[src/rtl/seven_segment_mux_if.sv]
// Front-panel display bus: note writes and blink control from the step sequencer,
// multiplexed segment/digit drive toward the display pins.
interface seven_segment_mux_if #(
    parameter int NUM_DIGITS = 4
) ();
    localparam int IW = (NUM_DIGITS > 1) ? $clog2(NUM_DIGITS) : 1;

    logic                  wr_en;
    logic [IW-1:0]         wr_idx;
    logic [7:0]            wr_note;
    logic                  blink_en;
    logic [IW-1:0]         blink_idx;
    logic [6:0]            seg_data;
    logic                  decimal;
    logic [NUM_DIGITS-1:0] digit_en;

    modport master (
        output wr_en, wr_idx, wr_note, blink_en, blink_idx,
        input  seg_data, decimal, digit_en
    );

    modport slave (
        input  wr_en, wr_idx, wr_note, blink_en, blink_idx,
        output seg_data, decimal, digit_en
    );
endinterface

[src/rtl/seven_segment_mux.sv]
// Multiplexed seven-segment driver: per-digit note store, digit scan with an
// anti-ghosting blank cycle per slot, optional blink of one digit, registered pins.
module seven_segment_mux #(
    parameter int NUM_DIGITS  = 4,
    parameter int REFRESH_DIV = 1000,
    parameter int BLINK_DIV   = 12000000,
    parameter bit ACTIVE_LOW  = 1'b0
) (
    input  logic              clk,
    input  logic              rst_n,
    seven_segment_mux_if.slave bus
);
    localparam int IW = (NUM_DIGITS > 1) ? $clog2(NUM_DIGITS) : 1;
    localparam int SW = $clog2(REFRESH_DIV);
    localparam int BW = (BLINK_DIV > 1) ? $clog2(BLINK_DIV) : 1;

    localparam logic [SW-1:0] SCAN_LAST  = SW'(REFRESH_DIV - 1);
    localparam logic [BW-1:0] BLINK_LAST = BW'(BLINK_DIV - 1);
    localparam logic [IW-1:0] DIGIT_LAST = IW'(NUM_DIGITS - 1);

    localparam logic [6:0]            SEG_IDLE = {7{ACTIVE_LOW}};
    localparam logic                  DP_IDLE  = ACTIVE_LOW;
    localparam logic [NUM_DIGITS-1:0] EN_IDLE  = {NUM_DIGITS{ACTIVE_LOW}};

    // Note code to {g,f,e,d,c,b,a, dp}.
    function automatic logic [7:0] decode_note(input logic [7:0] note);
        logic [7:0] sd;
        case (note)
            8'd0:    sd = {7'b0000000, 1'b0};
            8'd1:    sd = {7'b0111001, 1'b0};
            8'd2:    sd = {7'b1011110, 1'b0};
            8'd3:    sd = {7'b1111001, 1'b0};
            8'd4:    sd = {7'b1110001, 1'b0};
            8'd5:    sd = {7'b0111101, 1'b0};
            8'd6:    sd = {7'b1110111, 1'b0};
            8'd7:    sd = {7'b1111100, 1'b0};
            8'd8:    sd = {7'b0111001, 1'b1};
            default: sd = {7'b1000000, 1'b0};
        endcase
        return sd;
    endfunction

    function automatic logic [6:0] pin_seg(input logic [6:0] v);
        return ACTIVE_LOW ? ~v : v;
    endfunction

    function automatic logic pin_dp(input logic v);
        return ACTIVE_LOW ? ~v : v;
    endfunction

    function automatic logic [NUM_DIGITS-1:0] pin_en(input logic [NUM_DIGITS-1:0] v);
        return ACTIVE_LOW ? ~v : v;
    endfunction

    logic [7:0]            store_q [NUM_DIGITS];
    logic [7:0]            store_d [NUM_DIGITS];
    logic [SW-1:0]         scan_cnt_q, scan_cnt_d;
    logic [IW-1:0]         digit_idx_q, digit_idx_d;
    logic [BW-1:0]         blink_cnt_q, blink_cnt_d;
    logic                  blink_phase_q, blink_phase_d;
    logic [6:0]            seg_q, seg_d;
    logic                  dp_q, dp_d;
    logic [NUM_DIGITS-1:0] en_q, en_d;

    logic                  scan_wrap;
    logic                  blink_wrap;
    logic [7:0]            cur_note;
    logic [7:0]            seg_dp_f;
    logic [NUM_DIGITS-1:0] en_f;

    // Store, scan and blink timebase next state.
    always_comb begin
        for (int i = 0; i < NUM_DIGITS; i++) begin
            store_d[i] = store_q[i];
            if (bus.wr_en && (bus.wr_idx == IW'(i))) begin
                store_d[i] = bus.wr_note;
            end
        end

        scan_wrap   = (scan_cnt_q == SCAN_LAST);
        scan_cnt_d  = scan_wrap ? '0 : scan_cnt_q + SW'(1);
        digit_idx_d = digit_idx_q;
        if (scan_wrap) begin
            digit_idx_d = (digit_idx_q == DIGIT_LAST) ? '0 : digit_idx_q + IW'(1);
        end

        blink_wrap    = (blink_cnt_q == BLINK_LAST);
        blink_cnt_d   = blink_wrap ? '0 : blink_cnt_q + BW'(1);
        blink_phase_d = blink_phase_q ^ blink_wrap;
    end

    // Display function of the current state, captured into the pin registers.
    always_comb begin
        cur_note = 8'd0;
        en_f     = '0;
        for (int i = 0; i < NUM_DIGITS; i++) begin
            if (digit_idx_q == IW'(i)) begin
                cur_note = store_q[i];
                en_f[i]  = (scan_cnt_q != '0);
            end
        end

        seg_dp_f = decode_note(cur_note);
        if (bus.blink_en && (bus.blink_idx == digit_idx_q) && blink_phase_q) begin
            seg_dp_f = 8'd0;
        end

        seg_d = pin_seg(seg_dp_f[7:1]);
        dp_d  = pin_dp(seg_dp_f[0]);
        en_d  = pin_en(en_f);
    end

    always_ff @(posedge clk or negedge rst_n) begin
        if (!rst_n) begin
            for (int i = 0; i < NUM_DIGITS; i++) begin
                store_q[i] <= 8'd0;
            end
            scan_cnt_q    <= '0;
            digit_idx_q   <= '0;
            blink_cnt_q   <= '0;
            blink_phase_q <= 1'b0;
            seg_q         <= SEG_IDLE;
            dp_q          <= DP_IDLE;
            en_q          <= EN_IDLE;
        end else begin
            for (int i = 0; i < NUM_DIGITS; i++) begin
                store_q[i] <= store_d[i];
            end
            scan_cnt_q    <= scan_cnt_d;
            digit_idx_q   <= digit_idx_d;
            blink_cnt_q   <= blink_cnt_d;
            blink_phase_q <= blink_phase_d;
            seg_q         <= seg_d;
            dp_q          <= dp_d;
            en_q          <= en_d;
        end
    end

    assign bus.seg_data = seg_q;
    assign bus.decimal  = dp_q;
    assign bus.digit_en = en_q;

endmodule

[src/flat_wrapper.sv]
// flat-port wrapper written by rule: the top's interface ports become plain ports
module seven_segment_mux_flat 
#(
    parameter int NUM_DIGITS  = 4,
    parameter int REFRESH_DIV = 1000,
    parameter int BLINK_DIV   = 12000000,
    parameter bit ACTIVE_LOW  = 1'b0
)
  (clk, rst_n, bus_wr_en, bus_wr_idx, bus_wr_note, bus_blink_en, bus_blink_idx, bus_seg_data, bus_decimal, bus_digit_en);
  seven_segment_mux_if #(.NUM_DIGITS(NUM_DIGITS)) bus_i ();
  input  logic clk;
  input  logic rst_n;
  input wire logic [$bits(bus_i.wr_en)-1:0] bus_wr_en;
  input wire logic [$bits(bus_i.wr_idx)-1:0] bus_wr_idx;
  input wire logic [$bits(bus_i.wr_note)-1:0] bus_wr_note;
  input wire logic [$bits(bus_i.blink_en)-1:0] bus_blink_en;
  input wire logic [$bits(bus_i.blink_idx)-1:0] bus_blink_idx;
  output wire logic [$bits(bus_i.seg_data)-1:0] bus_seg_data;
  output wire logic [$bits(bus_i.decimal)-1:0] bus_decimal;
  output wire logic [$bits(bus_i.digit_en)-1:0] bus_digit_en;
  assign bus_i.wr_en = bus_wr_en;
  assign bus_i.wr_idx = bus_wr_idx;
  assign bus_i.wr_note = bus_wr_note;
  assign bus_i.blink_en = bus_blink_en;
  assign bus_i.blink_idx = bus_blink_idx;
  assign bus_seg_data = bus_i.seg_data;
  assign bus_decimal = bus_i.decimal;
  assign bus_digit_en = bus_i.digit_en;
  seven_segment_mux #(.NUM_DIGITS(NUM_DIGITS), .REFRESH_DIV(REFRESH_DIV), .BLINK_DIV(BLINK_DIV), .ACTIVE_LOW(ACTIVE_LOW)) u_core (.clk(clk), .rst_n(rst_n), .bus(bus_i));
endmodule
[config.mk]
export PLATFORM = sky130hd
export DESIGN_NAME = seven_segment_mux_flat
export DESIGN_NICKNAME = d
export VERILOG_FILES = /design/src/rtl/seven_segment_mux_if.sv /design/src/rtl/seven_segment_mux.sv /design/src/flat_wrapper.sv
export SDC_FILE = /design/constraint.sdc
export NUM_CORES = 1
export LEC_CHECK = 0
export CAP_MARGIN = 20
export CORE_ASPECT_RATIO = 1.2
export CORE_MARGIN = 10
export CORE_UTILIZATION = 52
export DETAILED_ROUTE_END_ITERATION = 7
export PLACE_DENSITY = 0.76
export SKIP_CTS_REPAIR_TIMING = 1
export SLEW_MARGIN = 5
export SYNTH_ARGS = -nofsm -noshare
export SYNTH_HDL_FRONTEND = slang
export SYNTH_SLANG_ARGS = --single-unit
export TNS_END_PERCENT = 100
[constraint.sdc]
create_clock -name clk -period 2.2 [get_ports clk]
set_input_delay 0.66 -clock clk [delete_from_list [all_inputs] [get_ports clk]]
set_output_delay 0.66 -clock clk [all_outputs]
set_load 0.005 [all_outputs]
# ---- After elaboration in Yosys (flattened, before gate mapping)
# Memory sizes are Yosys's and may differ from the RTL's.
# Cells that the tools add are included.
dict set report op_classes {
  add_sub_neg 3
  n_eq_ne 9
  muxes 13
  bitwise_logic 1
  reduce_logical 10
}
# operator count
set op_table {}
lappend op_table {{$mux W8} 6}
lappend op_table {{$add A24 B1 Y24 const B} 1}
lappend op_table {{$eq A24 B24 Y1 const B} 1}
lappend op_table {{$mux W24} 1}
lappend op_table {{$add A10 B1 Y10 const B} 1}
lappend op_table {{$eq A10 B10 Y1 const B} 1}
lappend op_table {{$mux W10} 1}
lappend op_table {{$reduce_bool A10 Y1} 1}
lappend op_table {{$eq A2 B2 Y1 const B} 4}
lappend op_table {{$logic_and A1 B1 Y1} 6}
lappend op_table {{$eq A2 B1 Y1 const B} 2}
lappend op_table {{$logic_not A2 Y1} 2}
lappend op_table {{$logic_not A4 Y1} 1}
lappend op_table {{$mux W1} 4}
lappend op_table {{$add A2 B1 Y2 const B} 1}
lappend op_table {{$eq A2 B2 Y1} 1}
lappend op_table {{$mux W2} 1}
lappend op_table {{$xor A1 B1 Y1} 1}
dict set report totals {
  regBits 81
  rom_bits 128
  input_bits 16
  out_inout_bits 12
  elab_cells 48
  n_memories 1
}
# memory depth word_bits read_ports rd_ports_with_merged_regs write_ports line_no
set memory_table {}
lappend memory_table {{(no name shown)} 16 8 1 0 0 seven_segment_mux.sv:28} ;# case (note)

# ---- Logic depth before layout (Yosys ltp)
dict set report logic_depth {
  ltp_word 8
  mapped_depth 7
  depth_no_buf 7
}

# ---- Worst setup path after synthesis
# No wires, ideal clock.
dict set report synth_timing {
  path_kind {reg2reg}
  start {register u_core.digit_idx_q[0]}
  end {register u_core.seg_q[0], in the netlist u_core.bus.seg_data[0]}
  setup_time_ns 0.082
  arrival_time_ns 1.965
  t_required_ns 2.118
  setup_slack_ns 0.153
  stages_incl_launch_ff 8
  path_buffers 1
  path_cell_list {dfrtp_1 -> ha_1 -> buf_6 -> or2_4 -> a221oi_2 -> nor2_2 -> or4_4 -> a31oi_1}
}
dict set report synth_via {
  elab_chain_cells 8
  word_cells_on_any_way 15
  classes_between {eq/ne (4); mux (6); reduce/logical (4); memory (1)}
}
# item line_no
set synth_rtl {}
lappend synth_rtl {{start: declaration} seven_segment_mux.sv:58} ;# logic [IW-1:0] digit_idx_q, digit_idx_d;
lappend synth_rtl {{start signal: assignment} seven_segment_mux.sv:130} ;# digit_idx_q <= digit_idx_d;
lappend synth_rtl {{$logic_not A2 Y1} seven_segment_mux.sv:97} ;# if (digit_idx_q == IW'(i)) begin
lappend synth_rtl {{$mux W8 (4 in series)} seven_segment_mux.sv:97}
lappend synth_rtl {{$mem_v2 Z16 W8 or $logic_not A4 Y1 (tied branches)} --}
lappend synth_rtl {{$mux W8} seven_segment_mux.sv:28}
lappend synth_rtl {{$mux W8 (*)} seven_segment_mux.sv:104} ;# if (bus.blink_en && (bus.blink_idx == digit_idx_q) && blink_phase_q) begin
lappend synth_rtl {{net u_core.seg_dp_f[1]} seven_segment_mux.sv:68} ;# logic [7:0] seg_dp_f;
lappend synth_rtl {{end signal: assignment} seven_segment_mux.sv:133} ;# seg_q <= seg_d;
lappend synth_rtl {{end: declaration} seven_segment_mux.sv:61} ;# logic [6:0] seg_q, seg_d;
# The timed path passes the listed nets; every way through them passes the cells marked *.
# A chain may end at the register's enable or synchronous reset.

# ---- Worst setup path in the final report
dict set report layout_timing {
  start {register u_core.digit_idx_q[0]}
  end {register u_core.seg_q[4], in the netlist u_core.bus.seg_data[4]}
}
# The elaborated chain is that of the path after synthesis.

==> results.md <==
- Status: finished clean
- Maximum VDD drop: around 0.00045 V
- Post-synth EDFFs: 0
- CP endpoint kind: flop
- Chip width: 96.7 microns
- Synthesized flop and latch total: 81
- Post-route ant nets: 0
- Power per cell area: approximately 700 mW/mm^2
- Total wire length: 7.07 mm
- Hpwl dp: 5.14 mm
- Final hold violations: 0
- First-pass GRT wire length: 12.1 mm
- Total clock sinks: 81
- Netlist cell types: 50
- Pleak: between 0.0015 and 0.002 uW
- I/O Pins: 28
- Final worst setup slack: roughly 0.077 ns
- CTS tree: done
- Most frequent cells in the layout: dfrtp_1 (81), mux2_2 (32), nor2_1 (27), clkdlybuf4s50_1 (26), xor2_1 (19)
- Nets: ~380
- Via density: approximately 5.5
- Slew HR: between 70% and 80%
- Post-Syn Nets: 333
- Initial antenna violation count: 0
- Skew-Pair Late Insertion Delay: 0.36 ns
- Final max-slew violation count: 0
- DR WL/cell: around 16 microns
- CTS Buffer Depth: 2
- Final setup fails: 0
- Max Cap Viol: 0
- DP Worst Slack: 0.0241 ns
- Most common cell after layout, fill and taps aside: dfrtp_1
- Fillers: 539
- Area growth from synthesis to layout: 18.6%
- DR iter-0 viols: 59
- CP Max Fanout: 5
- ANT cells: 0
- Worst-path clk slew: roughly 0.09 ns
- DRC Markers: 0
- Vias in the first global route: 2622
- CP arrival: roughly 2.4 ns
- Period utilization: 96.5%
- Worst Skew: 0.00751 ns
- Ys Warns: 0
- Via count: between 2000 and 2500
- Hold slack: around 0.15 ns
- DIE AREA: 0.0108 sq mm
- Area of the multi-input gates: about 0.0016 sq mm
- Ys async rst share: 100%
- Worst-Margin Slew: 0.422 ns
- CP startpoint kind: flop
- Min Tclk post-route: 2.12 ns
- Cell Rows: 33
- Crit Path Category: reg -> reg
- Fraction of layout cells with a size suffix above 1: 21.2%
- Synthesized area: 0.00367 sq mm
- Sequential area share after synthesis: 55.2%
- Initial Utilization: between 50 and 60%
- Port bufs: 27
- Core Area: between 0.006 and 0.007 sq mm
- H-tree depth: 3
- First-pass detailed-route iteration total: 4
- Ys flop type: dfrtp_1
- Gr usage total: 13.3%
- Clock root cell: clkbuf_8
- Achievable frequency: between 400 and 500 MHz
- Largest net degree at the start of global routing: 67
- Global route total overflow: 0
- Cells after Synth: 310
- Cts bufs inserted: 9
- Min-Delay Path Class: in -> async
- Critical Path RT: 2.48 ns
- Die Y: 112 microns
- Synth Area per Inst: 11.9 sq um
- FF/Latch Area: between 0.002 and 0.0025 sq mm
- GP Congestion: 0.827
## registers in the layout (all words and copies together) (netlist names)
| signal | flops |
|---|---|
| u_core.scan_cnt_q | 10 |
| u_core.digit_idx_q | 2 |
| u_core.blink_cnt_q | 24 |
| u_core.blink_phase_q | 1 |
| u_core.bus.seg_data | 7 |
| u_core.bus.digit_en | 4 |
| u_core.bus.decimal | 1 |
| u_core.store_q | 32 |
## path summary, 6_finish.rpt
path / startpoint / endpoint / slack, ns / cells after the start
worst max-delay path: u_core.digit_idx_q[0]$_DFFE_PN0N_ / u_core.bus.seg_data[4]$_DFF_PN0_ / 0.08 / 7
worst min-delay path: rst_n / u_core.blink_cnt_q[3]$_DFF_PN0_ / 0.15 / 1
worst max register to register: u_core.digit_idx_q[0]$_DFFE_PN0N_ / u_core.bus.seg_data[4]$_DFF_PN0_ / 0.08 / 7
worst min register to register: u_core.blink_phase_q$_DFF_PN0_ / u_core.blink_phase_q$_DFF_PN0_ / 0.47 / 1
max in group asynchronous: rst_n / u_core.store_q[26]$_DFFE_PN0P_ / 1.45 / 2
min in group clk: u_core.blink_phase_q$_DFF_PN0_ / u_core.blink_phase_q$_DFF_PN0_ / 0.47 / 1
## final cells by class
cell class / instances / area share [%]
Timing Repair Buffer: 41 / 9.13
Tap cell: 87 / 2.50
Multi-Input combinational cell: 217 / 37.0
Clock buffer: 9 / 2.84
Inverter: 8 / 0.689
Clock inverter: 7 / 1.38
Sequential cell: 81 / 46.5
## synthesized netlist by cell type (2+ instances only)
| library cell | instances | area [sq um] |
|---|---|---|
| a211oi_1 | 2 | 15.0 |
| a21oi_1 | 6 | 30.0 |
| a31oi_1 | 3 | 18.8 |
| and2_1 | 6 | 37.5 |
| and3_1 | 7 | 43.8 |
| and4_1 | 2 | 17.5 |
| clkbuf_1 | 2 | 7.51 |
| dfrtp_1 | 81 | 2030 |
| ha_1 | 7 | 87.6 |
| inv_1 | 8 | 30.0 |
| mux2_2 | 32 | 360 |
| nand2_1 | 15 | 56.3 |
| nand2b_1 | 3 | 18.8 |
| nand3_1 | 18 | 90.1 |
| nand3b_1 | 3 | 22.5 |
| nand4_1 | 7 | 43.8 |
| nor2_1 | 27 | 101 |
| nor2b_1 | 3 | 18.8 |
| nor3_1 | 5 | 25.0 |
| nor4_1 | 2 | 12.5 |
| o21ai_0 | 9 | 45.0 |
| o22ai_1 | 2 | 12.5 |
| o31ai_1 | 2 | 15.0 |
| or4_1 | 4 | 30.0 |
| xnor2_1 | 11 | 96.3 |
| xor2_1 | 19 | 166 |
## where the power goes
part / leakage (uW) / total, uW / internal, uW / switching, uW
clock network: 0.0000901 / 1020 / 431 / 587
registers: 0.00102 / 1670 / 1610 / 62.4
logic: 0.000806 / 357 / 203 / 154
total: 0.00192 / 3040 / 2240 / 803
## layer usage
metal | track usage [%] | routed length [microns]
met4 | 5.91 | 157
met5 | 0 | 0
met1 | 15.6 | 3210
met2 | 22.5 | 3480
met3 | 3.19 | 223
## cells by family after synthesis
group,share of synthesized area (%)
flip-flops,55.2
buffers and inverters,1.46
AND/OR/NAND/NOR,17.3
XOR/XNOR,7.15
AO/OA/AOI/OAI,6.47
adder cells (fa/ha/maj),2.38
multiplexers,10.1
## per-stage QoR
step	instances	util (%)	setup TNS (ns)	power [uW]	cell area, sq um
final	450	63.6	0	3040	4360
after global routing	450	63.6	-0.00532	3180	4360
after CTS	449	63.2	-0.0148	3080	4330
after detailed placement	433	60.6	0	2060	4150
after global placement	433	60.6	0	2040	4150
after floorplan	310	-	0	1890	3670
## critical path: stages, from the launching register on
cell	delay [ns]
dfrtp_1	0.43
inv_1	0.13
ha_1	0.23
nor2b_4	0.21
a22o_1	0.17
o221ai_1	0.16
or4_4	0.54
a21oi_1	0.17
No activity file was read; power rests on OpenSTA's default activity.
